## config.mk

```make
export PLATFORM = sky130hd
export DESIGN_NAME = serial_sub_ctrl
export DESIGN_NICKNAME = d
export VERILOG_FILES = /design/src/rtl/serial_sub_ctrl.sv
export SDC_FILE = /design/constraint.sdc
export NUM_CORES = 1
export LEC_CHECK = 0
export BUFFER_PORTS_ARGS = -buffer_cell sky130_fd_sc_hd__buf_2
export CAP_MARGIN = 5
export CORE_MARGIN = 2
export CORE_UTILIZATION = 47
export CTS_CLUSTER_SIZE = 40
export DETAILED_ROUTE_END_ITERATION = 10
export GPL_ROUTABILITY_DRIVEN = 0
export HOLD_SLACK_MARGIN = 0.03
export PLACE_DENSITY = 0.86
export RECOVER_POWER = 100
export REMOVE_ABC_BUFFERS = 1
export SYNTH_ARGS = -nofsm -noshare
export SYNTH_HDL_FRONTEND = slang
export SYNTH_SLANG_ARGS = --single-unit
```

## constraint.sdc

```tcl
create_clock -name clk -period 1.6 [get_ports clk]
set_clock_uncertainty 0.15 [all_clocks]
set_input_delay 0 -clock clk [delete_from_list [all_inputs] [get_ports clk]]
set_output_delay 0 -clock clk [all_outputs]
set_load 0.02 [all_outputs]
```

## src/rtl/serial_sub_ctrl.sv

```systemverilog
// serial_sub_ctrl: round-robin shared bit-serial subtractor, LSB first, one bit per clock
// Computes d = (x - y - bin) mod 2^WIDTH and the final borrow for one of two requesters.
// Ports: clk, rst_n (async active-low); req0/x0/y0/bin0 and req1/x1/y1/bin1 requester inputs;
//        gnt0/gnt1 grant pulses, busy, done pulse, done_id owner, d difference, bout borrow.
// Optional: define SERIAL_SUB_FLAGS_EN to add the zero and ovf (signed overflow) outputs.
module serial_sub_ctrl #(
    parameter int WIDTH = 8
) (
    input  logic             clk,
    input  logic             rst_n,
    input  logic             req0,
    input  logic [WIDTH-1:0] x0,
    input  logic [WIDTH-1:0] y0,
    input  logic             bin0,
    input  logic             req1,
    input  logic [WIDTH-1:0] x1,
    input  logic [WIDTH-1:0] y1,
    input  logic             bin1,
    output logic             gnt0,
    output logic             gnt1,
    output logic             busy,
    output logic             done,
    output logic             done_id,
    output logic [WIDTH-1:0] d,
    output logic             bout
`ifdef SERIAL_SUB_FLAGS_EN
    ,
    output logic             zero,
    output logic             ovf
`endif
);
    localparam int CW = $clog2(WIDTH);
    localparam logic [CW-1:0] LAST = CW'(WIDTH - 1);
    typedef enum logic [1:0] {IDLE, RUN, DONE} state_t;
    state_t state_q, state_d;
    logic [WIDTH-1:0] x_q, x_d, y_q, y_d, r_q, r_d, d_q, d_d;
    logic [CW-1:0] cnt_q, cnt_d;
    logic b_q, b_d, owner_q, owner_d, last_q, last_d;
    logic gnt0_q, gnt0_d, gnt1_q, gnt1_d, busy_q, busy_d;
    logic done_q, done_d, done_id_q, done_id_d, bout_q, bout_d;
    logic dbit, bbit, win;
`ifdef SERIAL_SUB_FLAGS_EN
    logic zero_q, zero_d, ovf_q, ovf_d;
`endif
    always_comb begin
        dbit = x_q[0] ^ y_q[0] ^ b_q;
        bbit = (~x_q[0] & y_q[0]) | (b_q & (~x_q[0] | y_q[0]));
        // on a tie the requester not granted last wins
        win = (req0 & req1) ? ~last_q : req1;
        state_d = state_q;
        x_d = x_q;
        y_d = y_q;
        r_d = r_q;
        b_d = b_q;
        cnt_d = cnt_q;
        owner_d = owner_q;
        last_d = last_q;
        gnt0_d = 1'b0;
        gnt1_d = 1'b0;
        done_d = 1'b0;
        done_id_d = done_id_q;
        d_d = d_q;
        bout_d = bout_q;
`ifdef SERIAL_SUB_FLAGS_EN
        zero_d = zero_q;
        ovf_d = ovf_q;
`endif
        case (state_q)
            IDLE: if (req0 | req1) begin
                state_d = RUN;
                x_d = win ? x1 : x0;
                y_d = win ? y1 : y0;
                b_d = win ? bin1 : bin0;
                cnt_d = '0;
                owner_d = win;
                last_d = win;
                gnt0_d = ~win;
                gnt1_d = win;
            end
            RUN: begin
                x_d = x_q >> 1;
                y_d = y_q >> 1;
                r_d = {dbit, r_q[WIDTH-1:1]};
                b_d = bbit;
                cnt_d = cnt_q + CW'(1);
                if (cnt_q == LAST) begin
                    // results are loaded on the last bit edge so they are visible in DONE
                    state_d = DONE;
                    done_d = 1'b1;
                    done_id_d = owner_q;
                    d_d = r_d;
                    bout_d = bbit;
`ifdef SERIAL_SUB_FLAGS_EN
                    zero_d = (r_d == '0);
                    ovf_d = b_q ^ bbit;
`endif
                end
            end
            default: state_d = IDLE;
        endcase
        busy_d = (state_d != IDLE);
    end
    always_ff @(posedge clk or negedge rst_n) begin
        if (!rst_n) begin
            state_q <= IDLE;
            x_q <= '0;
            y_q <= '0;
            r_q <= '0;
            b_q <= 1'b0;
            cnt_q <= '0;
            owner_q <= 1'b0;
            last_q <= 1'b1;
            gnt0_q <= 1'b0;
            gnt1_q <= 1'b0;
            busy_q <= 1'b0;
            done_q <= 1'b0;
            done_id_q <= 1'b0;
            d_q <= '0;
            bout_q <= 1'b0;
`ifdef SERIAL_SUB_FLAGS_EN
            zero_q <= 1'b0;
            ovf_q <= 1'b0;
`endif
        end else begin
            state_q <= state_d;
            x_q <= x_d;
            y_q <= y_d;
            r_q <= r_d;
            b_q <= b_d;
            cnt_q <= cnt_d;
            owner_q <= owner_d;
            last_q <= last_d;
            gnt0_q <= gnt0_d;
            gnt1_q <= gnt1_d;
            busy_q <= busy_d;
            done_q <= done_d;
            done_id_q <= done_id_d;
            d_q <= d_d;
            bout_q <= bout_d;
`ifdef SERIAL_SUB_FLAGS_EN
            zero_q <= zero_d;
            ovf_q <= ovf_d;
`endif
        end
    end
    assign gnt0 = gnt0_q;
    assign gnt1 = gnt1_q;
    assign busy = busy_q;
    assign done = done_q;
    assign done_id = done_id_q;
    assign d = d_q;
    assign bout = bout_q;
`ifdef SERIAL_SUB_FLAGS_EN
    assign zero = zero_q;
    assign ovf = ovf_q;
`endif
endmodule

```

==> reports/results.txt <==
status - finished, final reports clean
switching power - 1.75 mW
fin cells - 325
Synth Instances - 176
synthesis warning total - 0
pin count of the biggest net entering global routing - 27
Reg2Reg Setup Slack - 70 ps
worst r2r src - cnt_q[0]
P_leak - 1.39 nW
Top Usage Layer GRT - met2
Hold Crit Endpoint - last_q
GRT Total Usage - 20.9%
synth unique cells - 28
Async SR Flop Fraction - 100%
Top Ports - 52
Post-synth top cells - 44 x dfrtp_1, 37 x nand2_1, 20 x mux2i_1
R2R depth - 4
synthesized flop and latch total - 45
Post-synth EDFFs - 0
Synth area leaders - dfrtp_1 54%, mux2i_1 9.8%, nand2_1 6.8%, o221ai_1 6.5%, mux2_2 4.4%
first-pass GRT wire length - 8100 um
met1 Use GR - 24.6%
total grt overflow - 0
register area share after synthesis - 55.4%
Area after DPL - 2370 um^2
Final Cell Area - 2850 um^2
CTS tree - done
Flop pwr share - 43.3%
crit-path max FO - 7
Synth Flop Type - dfrtp_1
vias per inst - 5.20
port buffer count - 51
Arr. time, crit path - 1560 ps
relative slew slack - 21.5%
most frequent cell after synthesis - dfrtp_1
Initial Utilization - 49.8%
Logic pwr share - 41.6%
H-tree level count - 2
crit end category - register
Yosys top cell area share - 54.1%
HP Class - input port to register
period utilisation layout - 95.7%
endpoints failing hold - 0
Chip Width - 69.8 um
pwr/cell area - 1590 nW/um^2
Peak Freq - 653 MHz
hold path depth - 3
Detail Placement HPWL - 2780 um
CTS Sinks - 45
RSZ-0062 raised after global routing - false
worst skew pair latency - 300 ps
core area - 4090 um^2
max cap viols - 0
Post-layout nets - 315
Synth area leader - dfrtp_1
TNS Setup - 0 ps
WL final - 4830 um
maximum VDD drop - 0.731 mV
vias in the first global route - 1798
chip height - 69.8 um
WS Path Type - register to register
HP Start - req0
Setup crit start kind - register
Syn Area/Cell - 11.6 um^2
Post-Syn Area - 2030 um^2
synthesis-to-finish area growth - 40.1%
ANT nets after route - 0
switching part of the total power - 38.5%
Tmin final - 1530 ps
clock network fraction of total power - 15.0%
antenna fix cells - 0
Initial DRC Count - 68
die area - 4870 um^2
Setup violations, final - 0
DRC - 0
total CTS buffers - 5
placed insts - 278
worst-margin pin slew - 1180 ps
CP required - 1630 ps
met2 Usage GRT - 38.0%
clock root cell - clkbuf_8
met3 usage - 4.94%
vias - 1689
CTS Buffer Depth - 2
row cnt - 23
clock-pin transition on the worst setup and hold timing paths - 80 ps
wire per inst - 14.8 um
internal power - 2.79 mW
Slew Viols, Final - 0
initial antenna violation count - 0
worst reg2reg endpoint - bout
ratio of cells with drive above 1 in the final layout - 26.9%
drt first pass iters - 4
==> metal layers <==
metal,share of wire (%),up-vias
met5,0,-
met4,2.3,0
met3,4.2,12
met2,53,61
li1,-,796
met1,41,820
==> worst max-delay path, stage by stage (launching register included) <==
cell and delay (ps):
dfrtp_1 400, ha_2 210, ha_4 180, nand3b_4 130
mux2_2 350
==> layout by cell type, fill, tap and decap left out <==
| master | count |
|---|---|
| a21boi_2 | 1 |
| a21o_1 | 1 |
| a21oi_1 | 1 |
| a21oi_4 | 1 |
| a31o_2 | 2 |
| a31oi_1 | 1 |
| and2_0 | 2 |
| and2_2 | 1 |
| and2b_2 | 1 |
| buf_12 | 1 |
| buf_2 | 36 |
| buf_4 | 8 |
| clkbuf_1 | 16 |
| clkbuf_2 | 2 |
| clkbuf_8 | 5 |
| clkinvlp_4 | 2 |
| dfrtp_1 | 44 |
| dfstp_1 | 1 |
| dlygate4sd3_1 | 37 |
| fa_1 | 1 |
| ha_2 | 1 |
| ha_4 | 1 |
| inv_1 | 18 |
| mux2_1 | 1 |
| mux2_2 | 8 |
| mux2i_1 | 20 |
| nand2_1 | 37 |
| nand2b_1 | 1 |
| nand3b_4 | 2 |
| nor2_1 | 2 |
| nor2_2 | 1 |
| o21ai_0 | 3 |
| o21ai_2 | 1 |
| o221ai_1 | 15 |
==> state kept, by name, summed over array words and instances, names as in the netlist, 2 cells and up <==
name / flops
cnt_q: 3
d: 8
x_q: 8
state_q: 2
r_q: 7
y_q: 8
==> worst max-delay path by stage <==
| stage | depth (start not counted) | slack, ps | to | start |
|---|---|---|---|---|
| 6_report | 4 | 70 | bout | cnt_q[0] |
| 5_1_grt | 4 | 9 | y_q[0] | state_q[1] |
| 4_1_cts | 4 | 30 | done_id | cnt_q[0] |
| 3_5_place_dp | 4 | 1 | d[4] | cnt_q[0] |
| 3_3_place_gp | 4 | 30 | d[2] | cnt_q[0] |
| 2_1_floorplan | 3 | -250 | cnt_q[1] | state_q[1] |
==> layout make-up <==
cell class / count / area, um^2
clock buffer: 6 / 72.6
clock inverter: 2 / 15.0
fill: 287 / 1240
inverter: 18 / 67.6
multi-input combinational: 105 / 808
sequential: 45 / 1130
tap: 50 / 62.6
timing repair buffer: 99 / 697
==> what timing repair did <==
action | 4_1_cts | 5_1_grt
resized for setup | 1 | 4
endpoints found under the hold margin | 64 | 0
setup buffers | 1 | 0
hold buffers | 37 | 0
setup endpoints to repair | 9 | 13
cloned | 1 | 0
==> logic make-up (layout without fill, tap and decap cells) <==
| kind of cell | count (synthesis) | in the layout | share of synthesized area, % |
|---|---|---|---|
| multiplexers | 29 | 29 | 14.8 |
| flip-flops | 45 | 45 | 55.4 |
| adder cells (fa/ha/maj) | 3 | 3 | 2.21 |
| buffers and inverters | 27 | 125 | 6.83 |
| AND/OR/NAND/NOR | 46 | 47 | 10.1 |
| AO/OA/AOI/OAI | 26 | 26 | 10.6 |
==> through the flow <==
step                      setup WS [ps]  utilization (%)  power, mW  hold slack, ps
after floorplan                    -254                -       3.09            -446
after global placement             32.7             58.1       3.62            -168
after detailed placement           1.31             58.1       3.75            -165
after CTS                          25.2             69.8       4.53            57.9
after global routing               8.67             69.7       4.89             320
final                              68.7             69.7       4.54             302
==> power by group through the flow <==
stage               clock (mW)  sequential [mW]  combinational (mW)
finish                   0.683             1.97                1.89
global route             0.754             2.02                2.11
CTS                      0.693             1.94                1.89
detailed placement           0             1.96                1.79
global placement             0             1.92                1.70
floorplan                    0             2.08                1.01
Power figures use the tool's default switching activity.
